**config.mk**
```make
export PLATFORM = sky130hd
export DESIGN_NAME = rrc_symbol_upsampler
export DESIGN_NICKNAME = d
export VERILOG_FILES = /design/src/rtl/rrc_symbol_upsampler.sv
export SDC_FILE = /design/constraint.sdc
export NUM_CORES = 1
export LEC_CHECK = 0
export ABC_AREA = 1
export CAP_MARGIN = 20
export CORE_MARGIN = 4
export CORE_UTILIZATION = 25
export DETAILED_ROUTE_END_ITERATION = 16
export PLACE_DENSITY = 0.44
export SETUP_SLACK_MARGIN = 0.1
export SYNTH_ARGS = -nofsm -noshare
export SYNTH_HDL_FRONTEND = slang
export SYNTH_SLANG_ARGS = --single-unit
```
**constraint.sdc**
```tcl
create_clock -name clk -period 2.2 [get_ports clk]
set_clock_uncertainty 0.1 [all_clocks]
set_input_delay 0.33 -clock clk [delete_from_list [all_inputs] [get_ports clk]]
set_output_delay 0.33 -clock clk [all_outputs]
set_load 0.01 [all_outputs]
```
**src/rtl/rrc_symbol_upsampler.sv**
```systemverilog
`default_nettype none
// ============================================================================
//  Module   : rrc_symbol_upsampler
//  Purpose  : Front end of the RRC pulse-shaping filter. Buffers incoming
//             symbols in a small FIFO, maps each one to a signed amplitude
//             (BPSK or Gray PAM4) and zero-stuffs to OSR samples per symbol.
//             One sample leaves every clock; sample_out is registered.
//  Revision : 1.0  initial release
// ============================================================================
module rrc_symbol_upsampler #(
   parameter int WIDTH = 9,
   parameter int OSR   = 4,
   parameter int DEPTH = 4,
   parameter int MODE  = 1,
   parameter int LVL   = 32
) (
   input  logic                   clk,
   input  logic                   rst,
   input  logic                   en,
   input  logic                   sym_valid,
   input  logic [1:0]             sym_data,
   output logic                   sym_ready,
   output logic [WIDTH-1:0]       sample_out,
   output logic                   sample_strobe,
   output logic                   underflow,
   output logic                   underflow_sticky,
   output logic [$clog2(DEPTH):0] fifo_level
);

   // ------------------------------------------------------------------------
   // Derived constants
   // ------------------------------------------------------------------------
   localparam int C_AW = $clog2(DEPTH);
   localparam int C_LW = C_AW + 1;
   localparam int C_PW = $clog2(OSR);

   localparam logic [C_LW-1:0]  C_FULL_LEVEL = C_LW'(DEPTH);
   localparam logic [C_LW-1:0]  C_LEVEL_ONE  = C_LW'(1);
   localparam logic [C_AW-1:0]  C_PTR_ONE    = C_AW'(1);
   localparam logic [C_PW-1:0]  C_LAST_PHASE = C_PW'(OSR - 1);
   localparam logic [C_PW-1:0]  C_PHASE_ONE  = C_PW'(1);

   // Amplitudes in two's complement; 3*LVL fits in WIDTH-1 bits so the
   // truncating casts are exact sign extensions.
   localparam logic [WIDTH-1:0] C_POS_OUTER  = WIDTH'(3 * LVL);
   localparam logic [WIDTH-1:0] C_POS_INNER  = WIDTH'(LVL);
   localparam logic [WIDTH-1:0] C_NEG_INNER  = WIDTH'(-LVL);
   localparam logic [WIDTH-1:0] C_NEG_OUTER  = WIDTH'(-3 * LVL);

   // ------------------------------------------------------------------------
   // State
   // ------------------------------------------------------------------------
   logic [1:0]       mem_q [DEPTH];
   logic [1:0]       mem_d [DEPTH];
   logic [C_AW-1:0]  wr_ptr_q, wr_ptr_d;
   logic [C_AW-1:0]  rd_ptr_q, rd_ptr_d;
   logic [C_LW-1:0]  count_q,  count_d;
   logic [C_PW-1:0]  phase_q,  phase_d;
   logic [WIDTH-1:0] sample_q, sample_d;
   logic             strobe_q, strobe_d;
   logic             uflow_q,  uflow_d;
   logic             sticky_q, sticky_d;

   // ------------------------------------------------------------------------
   // Handshake and slot decode
   // ------------------------------------------------------------------------
   logic             w_full;
   logic             w_empty;
   logic             w_push;
   logic             w_slot;
   logic             w_pop;
   logic [1:0]       w_head;
   logic [WIDTH-1:0] w_mapped;

   assign w_full  = (count_q == C_FULL_LEVEL);
   assign w_empty = (count_q == '0);
   // Ready comes only from the registered count; a pop in this cycle does
   // not open a slot until the next cycle.
   assign w_push  = sym_valid & ~w_full;
   // A symbol slot is phase 0 while running.
   assign w_slot  = en & (phase_q == '0);
   // The pop decision uses the registered count, so a same-edge push into an
   // empty FIFO is never bypassed into the slot.
   assign w_pop   = w_slot & ~w_empty;
   assign w_head  = mem_q[rd_ptr_q];

   // ------------------------------------------------------------------------
   // Symbol to amplitude mapping
   // ------------------------------------------------------------------------
   generate
      if (MODE == 0) begin : g_map_bpsk
         // Only bit 0 carries information in BPSK.
         assign w_mapped = w_head[0] ? C_NEG_OUTER : C_POS_OUTER;
      end else begin : g_map_pam4
         // Gray order: adjacent amplitude levels differ in a single bit.
         always_comb begin
            unique case (w_head)
               2'b00:   w_mapped = C_POS_OUTER;
               2'b01:   w_mapped = C_POS_INNER;
               2'b11:   w_mapped = C_NEG_INNER;
               default: w_mapped = C_NEG_OUTER;
            endcase
         end
      end
   endgenerate

   // ------------------------------------------------------------------------
   // FIFO next state: storage write, pointer advance, occupancy
   // ------------------------------------------------------------------------
   always_comb begin
      mem_d    = mem_q;
      wr_ptr_d = wr_ptr_q;
      rd_ptr_d = rd_ptr_q;
      count_d  = count_q;

      if (w_push) begin
         mem_d[wr_ptr_q] = sym_data;
         wr_ptr_d        = wr_ptr_q + C_PTR_ONE;
      end

      if (w_pop) begin
         rd_ptr_d = rd_ptr_q + C_PTR_ONE;
      end

      // Simultaneous push and pop leaves the occupancy unchanged.
      unique case ({w_push, w_pop})
         2'b10:   count_d = count_q + C_LEVEL_ONE;
         2'b01:   count_d = count_q - C_LEVEL_ONE;
         default: count_d = count_q;
      endcase
   end

   // Phase counter: runs 0..OSR-1 while enabled, parks at 0 otherwise.
   always_comb begin
      phase_d = '0;
      if (en) begin
         if (phase_q == C_LAST_PHASE) begin
            phase_d = '0;
         end else begin
            phase_d = phase_q + C_PHASE_ONE;
         end
      end
   end

   // Output sample: mapped symbol at a filled slot, zero everywhere else.
   always_comb begin
      sample_d = '0;
      strobe_d = 1'b0;
      uflow_d  = 1'b0;
      sticky_d = sticky_q;

      if (w_slot) begin
         strobe_d = 1'b1;
         if (w_empty) begin
            uflow_d  = 1'b1;
            sticky_d = 1'b1;
         end else begin
            sample_d = w_mapped;
         end
      end
   end

   // ------------------------------------------------------------------------
   // Registers
   // ------------------------------------------------------------------------

   // Symbol storage; cleared on reset so stale symbols can never resurface.
   always_ff @(posedge clk or negedge rst) begin
      if (!rst) begin
         for (int i = 0; i < DEPTH; i++) begin
            mem_q[i] <= '0;
         end
      end else begin
         mem_q <= mem_d;
      end
   end

   // FIFO pointers, occupancy and phase.
   always_ff @(posedge clk or negedge rst) begin
      if (!rst) begin
         wr_ptr_q <= '0;
         rd_ptr_q <= '0;
         count_q  <= '0;
         phase_q  <= '0;
      end else begin
         wr_ptr_q <= wr_ptr_d;
         rd_ptr_q <= rd_ptr_d;
         count_q  <= count_d;
         phase_q  <= phase_d;
      end
   end

   // Registered sample path and underflow flags.
   always_ff @(posedge clk or negedge rst) begin
      if (!rst) begin
         sample_q <= '0;
         strobe_q <= 1'b0;
         uflow_q  <= 1'b0;
         sticky_q <= 1'b0;
      end else begin
         sample_q <= sample_d;
         strobe_q <= strobe_d;
         uflow_q  <= uflow_d;
         sticky_q <= sticky_d;
      end
   end

   // ------------------------------------------------------------------------
   // Port drive
   // ------------------------------------------------------------------------
   assign sym_ready        = ~w_full;
   assign sample_out       = sample_q;
   assign sample_strobe    = strobe_q;
   assign underflow        = uflow_q;
   assign underflow_sticky = sticky_q;
   assign fifo_level       = count_q;

endmodule
`default_nettype wire

```
==> metrics.txt, run 1 <==
GRT overflow=0; DRT iter0 DRCs=28; Initial Util=0.2597; die outline height=78.29 um; Layout Nets=182; FILL cells=525; Post-Route WL=2233 um; drt wl/cell=9.625 um; Achievable Freq=0.4952 GHz; worst hold-check path type=input pin to asynchronous set/reset pin; clock tree buffer depth=2; Cells after Synth=143; diodes inserted=0; H-tree level count=1; CP Class=flop to output port; critical path's top delay family=buffers and inverters; Total GRT Usage=0.07899; share of layout cells above drive strength 1=0.1152; I/O pin total=22; power density cells=1199 nW/um^2; final hold vios=0; sequential-to-total area share from yosys stat=0.4661; DRC violations left=0; TritonRoute pass-1 iters=6; crit path cell chain=nor2_4 -> nand2_4 -> buf_4 -> clkdlybuf4s50_1; syn_area_per_cell=8.636 um^2; crit path DAT=1590 ps; first-pass GRT wire length=3746 um; P_leak=0.8048 nW; CP max stage delay=490 ps; Avg Vias per Cell=3.909; core area=4755 um^2; post-synthesis cell type count=18; fin cells=232; Mapped Area=1235 um^2; # port buffers=16; antenna violations before repair=0; pin count of the biggest net entering global routing=24; Post-Place Cells=227; vias in the first global route=839; post-DP HPWL=1742 um; CTS tree=built; Rows=25; Antenna Nets Post-Route=0; Area Growth Syn to Fin=23.61%; CTS Sinks=23; clock slew at reported path FFs=80 ps; run status=finished clean; vias=907; maximum VDD drop=0.2678 mV; Tot Pwr=0.001831 W; Num CTS Buffers=3; most frequent cells in the layout=nand2_1 (43), dfrtp_1 (22), inv_1 (21); Die Wd=78.29 um; crit path time final=2019 ps; Yosys warnings=0; MaxCap Viol Count=0; critical-path maximum fanout=15; Final Cycle Share=0.9179; most common cell after layout, fill and taps aside=nand2_1; CP startpoint kind=flop; Total Die Area=6129 um^2; WP buf/inv=2; RSZ-0062 raised after global routing=false; CTS Root Buffer Type=clkbuf_8; Req. time, crit path=1770 ps; critical path endpoint category=output port; global placement routability congestion=0.7059; Setup-failing EPs final=0; Synth Register Bits=23; Slowest cell on crit path=clkdlybuf4s50_1; fin. max-slew vios=0; latest clock arrival within the worst-skew pair=270 ps
[registers in the layout, summed over array words and instances (netlist names)]
register	cells
sample_out	3
phase_q	2
wr_ptr_q	2
underflow_sticky	1
underflow	1
mem_q	8
sample_strobe	1
fifo_level	3
rd_ptr_q	2
[Yosys cell counts (all sizes together)]
library cell	count	area [um^2]
conb	1	3.750
nand3	10	60.06
fa	1	20.02
xnor2	1	8.760
dfrtp	23	575.6
nor2	8	37.54
inv	21	78.83
buf	9	72.56
o21ai	6	30.03
nand2	45	178.9
nand4	9	56.30
ha	9	112.6
[power breakdown]
group          total (W)  switching (W)  internal, W  leakage (nW)
clock           0.000264       0.000138     0.000127        0.0255
sequential      0.000720       0.000134     0.000586         0.286
combinational   0.000846       0.000455     0.000391         0.494
[metal layers]
| metal | GRT usage | vias to the layer above | wire (um) |
|---|---|---|---|
| met1 | 0.09039 | 409 | 1021 |
| met2 | 0.1327 | 16 | 1062 |
| met3 | 0.01606 | 5 | 80 |
| met4 | 0.05245 | 0 | 68 |
| met5 | 0 | - | 0 |
| li1 | - | 477 | - |
[stage by stage]
step             util  area (um^2)  setup TNS [ps]  hold WS (ps)  setup slack [ps]
3_3_place_gp   0.3084         1466               0         347.7             63.14
4_1_cts        0.3182         1513               0         326.7             137.0
3_5_place_dp   0.3084         1466          -9.613         357.2            -9.613
6_report       0.3211         1526               0         315.6             180.6
5_1_grt        0.3211         1526               0         348.7             103.9
2_1_floorplan       -         1250               0        -65.59             304.7
[area by class of cell]
class	instances	area, um^2	area share
sequential	23	576.8	0.3779
multi-input combinational	94	528.0	0.3459
inverter	21	78.83	0.05164
tap	67	83.83	0.05492
clock buffer	3	41.29	0.02705
clock inverter	1	5.005	0.003279
timing repair buffer	23	212.7	0.1393
[worst paths after layout]
check,from,cells past startpoint,endpoint,slack [ps]
worst max-delay path,fifo_level[0],4,sym_ready,180
worst min register to register,underflow_sticky,2,underflow_sticky,370
min in group clk,underflow_sticky,2,underflow_sticky,370
worst min-delay path,rst,2,phase_q[0],320
worst max register to register,phase_q[0],13,fifo_level[2],240
max in group asynchronous,rst,2,fifo_level[0],1440
[logic make-up (layout without fill, tap and decap cells)]
| family | after synthesis | after routing | synth area share |
|---|---|---|---|
| AND/OR/NAND/NOR | 72 | 72 | 0.2695 |
| buffers and inverters | 30 | 48 | 0.1226 |
| flip-flops | 23 | 23 | 0.4661 |
| adder cells (fa/ha/maj) | 10 | 10 | 0.1074 |
| AO/OA/AOI/OAI | 6 | 6 | 0.02432 |
| other | 1 | 5 | 0.003037 |
| XOR/XNOR | 1 | 1 | 0.007093 |
[repair_timing]
action                                  in CTS  in global routing
gates resized for setup                      0                  3
hold buffers                                 0                  0
endpoints found under the setup margin       0                  2
buffers inserted                             0                  1
(Power assumes the default switching activity.)
==> run 2, diff against run 1 <==
==> constraint.sdc (replaced) <==
create_clock -name clk -period 2.55 [get_ports clk]
set_clock_uncertainty 0.1 [all_clocks]
set_input_delay 0.3825 -clock clk [delete_from_list [all_inputs] [get_ports clk]]
set_output_delay 0.3825 -clock clk [all_outputs]
set_load 0.01 [all_outputs]
==> run 2 against run 1 <==
Net effect: global-route usage rose by 0.27 points; sequential power fell by 13%; register-to-register slack improved by 170 ps; critical path depth rose by 9; largest power group unchanged; die area did not move; combinational power fell by 18%; design area fell by 2.9%; final cell count fell by 2.2%.
==> metrics.txt, run 2 (synthesis gave the netlist of run 1 again) <==
worst hold-check path type=input pin to asynchronous set/reset pin; worst reg2reg path startpoint=phase_q[0]; Post-Place Cells=223 (-1.8%); r2r setup slk=410 ps (+170 ps); antenna violations before repair=0 (unchanged); die outline height=78.29 um (unchanged); CP max stage delay=400 ps (-90 ps); Avg Vias per Cell=4.013 (+2.7%); drt wl/cell=10.04 um (+4.3%); core area=4755 um^2 (unchanged); fin cells=227 (-2.2%); Antenna Nets Post-Route=0 (unchanged); pin count of the biggest net entering global routing=24 (unchanged); Achievable Freq=0.4679 GHz; crit path from=phase_q[0]; WP buf/inv=4 (+2); GRT overflow=0 (unchanged); clock tree buffer depth=2 (unchanged); vias=911 (+0.44%); vias in the first global route=885 (+5.5%); CTS Sinks=23 (unchanged); H-tree level count=1 (unchanged); critical-path maximum fanout=5 (-10); max reg flops=8 (unchanged); DRT iter0 DRCs=36 (+29%); Layout Nets=177 (-2.7%); capture point of the worst reg-to-reg path=fifo_level[2]; latest clock arrival within the worst-skew pair=260 ps (about the same); CP Class=flop to flop; post-CTS sizing=0 (unchanged); Total Die Area=6129 um^2 (unchanged); Initial Util=0.2597 (unchanged); CTS tree=built; Die Wd=78.29 um (unchanged); diodes inserted=0 (unchanged); post-DP HPWL=1777 um (+2.0%); Post-Route WL=2279 um (+2.1%); global placement routability congestion=0.6997 (-0.88%); MaxCap Viol Count=0 (unchanged); maximum VDD drop=0.1973 mV (-26%); Req. time, crit path=2610 ps (+840 ps); Biggest register=mem_q; share of layout cells above drive strength 1=0.06875 (-0.04640); total setup buffers inserted after CTS=0 (unchanged); # port buffers=16 (unchanged); DRC violations left=0 (unchanged); Final Cycle Share=0.8381; critical path's top delay family=adder cells; CTS Root Buffer Type=clkbuf_8; Area Growth Syn to Fin=20.06%; CP Depth=13 (+9); Rows=25 (unchanged); critical path endpoint category=flop; first-pass GRT wire length=3926 um (+4.8%); TritonRoute pass-1 iters=4 (-2); Total GRT Usage=0.08168 (+0.002685); crit path time final=2137 ps; Slowest cell on crit path=dfrtp_1; most frequent cells in the layout=nand2_1 (43), dfrtp_1 (23), inv_1 (21); crit path DAT=2200 ps (+610 ps); crit path cell chain=inv_1 -> ha_1 -> nand2_1 -> inv_1 -> nand2_2 -> inv_1 -> ha_1 -> inv_1 -> fa_1 -> nand2_1 -> nand3_1 -> nand2_1 -> nand2_1; run status=finished clean; FF-to-FF path depth=13 (unchanged); Setup-failing EPs final=0 (unchanged); hold_buf cts=0 (unchanged); Setup TNS=0 ps (unchanged); fin. max-slew vios=0 (unchanged); RSZ-0062 raised after global routing=false; CP startpoint kind=flop; P_leak=0.7843 nW (-2.5%); power density cells=1048 nW/um^2 (-13%); I/O pin total=22 (unchanged); most common cell after layout, fill and taps aside=nand2_1; crit path capture=fifo_level[2]; clock slew at reported path FFs=80 ps (about the same); FILL cells=521 (-0.76%); final hold vios=0 (unchanged); Num CTS Buffers=3 (unchanged)
## run 2: layer usage
metal	part of all wire	track usage
met1	0.44	0.09259
met3	0.036	0.01491
met2	0.50	0.1404
met5	0	0
met4	0.029	0.05245
## run 2: power by group
| part | switching [W] | internal (W) | total (W) |
|---|---|---|---|
| sequential | 0.000123 | 0.000504 | 0.000627 |
| clock | 0.000121 | 0.000109 | 0.000231 |
| combinational | 0.000388 | 0.000308 | 0.000697 |
## run 2: worst min path at each step
stage	to	slack, ps	cells past startpoint
floorplan	fifo_level[0]	-10	0
global placement	underflow_sticky	350	2
detailed placement	underflow_sticky	360	2
CTS	phase_q[1]	380	2
global route	phase_q[1]	400	2
finish	phase_q[1]	370	2
## run 2: per-stage QoR
stage / area (um^2) / total power, W / hold slack (ps) / utilization / setup slack (ps)
6_report: 1483 / 0.001554 / 372.2 / 0.3118 / 412.7
5_1_grt: 1483 / 0.001708 / 400.6 / 0.3118 / 226.0
4_1_cts: 1483 / 0.001582 / 377.6 / 0.3118 / 409.2
3_5_place_dp: 1436 / 0.001346 / 355.2 / 0.3021 / 134.4
3_3_place_gp: 1436 / 0.001330 / 348.0 / 0.3021 / 244.6
2_1_floorplan: 1250 / 0.001122 / -13.09 / - / 654.7
## run 2: final cells by class
cell class / count / area (um^2) / area share
Timing Repair Buffer: 18 / 175.2 / 0.1181
Multi-Input combinational cell: 94 / 523.0 / 0.3527
Inverter: 21 / 78.83 / 0.05316
Sequential cell: 23 / 575.6 / 0.3882
Tap cell: 67 / 83.83 / 0.05654
Clock buffer: 3 / 41.29 / 0.02785
Clock inverter: 1 / 5.005 / 0.003376
==> run 3, diff against run 2 <==
==> constraint.sdc (replaced) <==
create_clock -name clk -period 2.2 [get_ports clk]
set_clock_uncertainty 0.1 [all_clocks]
set_input_delay 0.33 -clock clk [delete_from_list [all_inputs] [get_ports clk]]
set_output_delay 0.33 -clock clk [all_outputs]
set_load 0.01 [all_outputs]
==> results of run 3 <==
No change in the layout: final DEF, timing and power equal those of run 1.
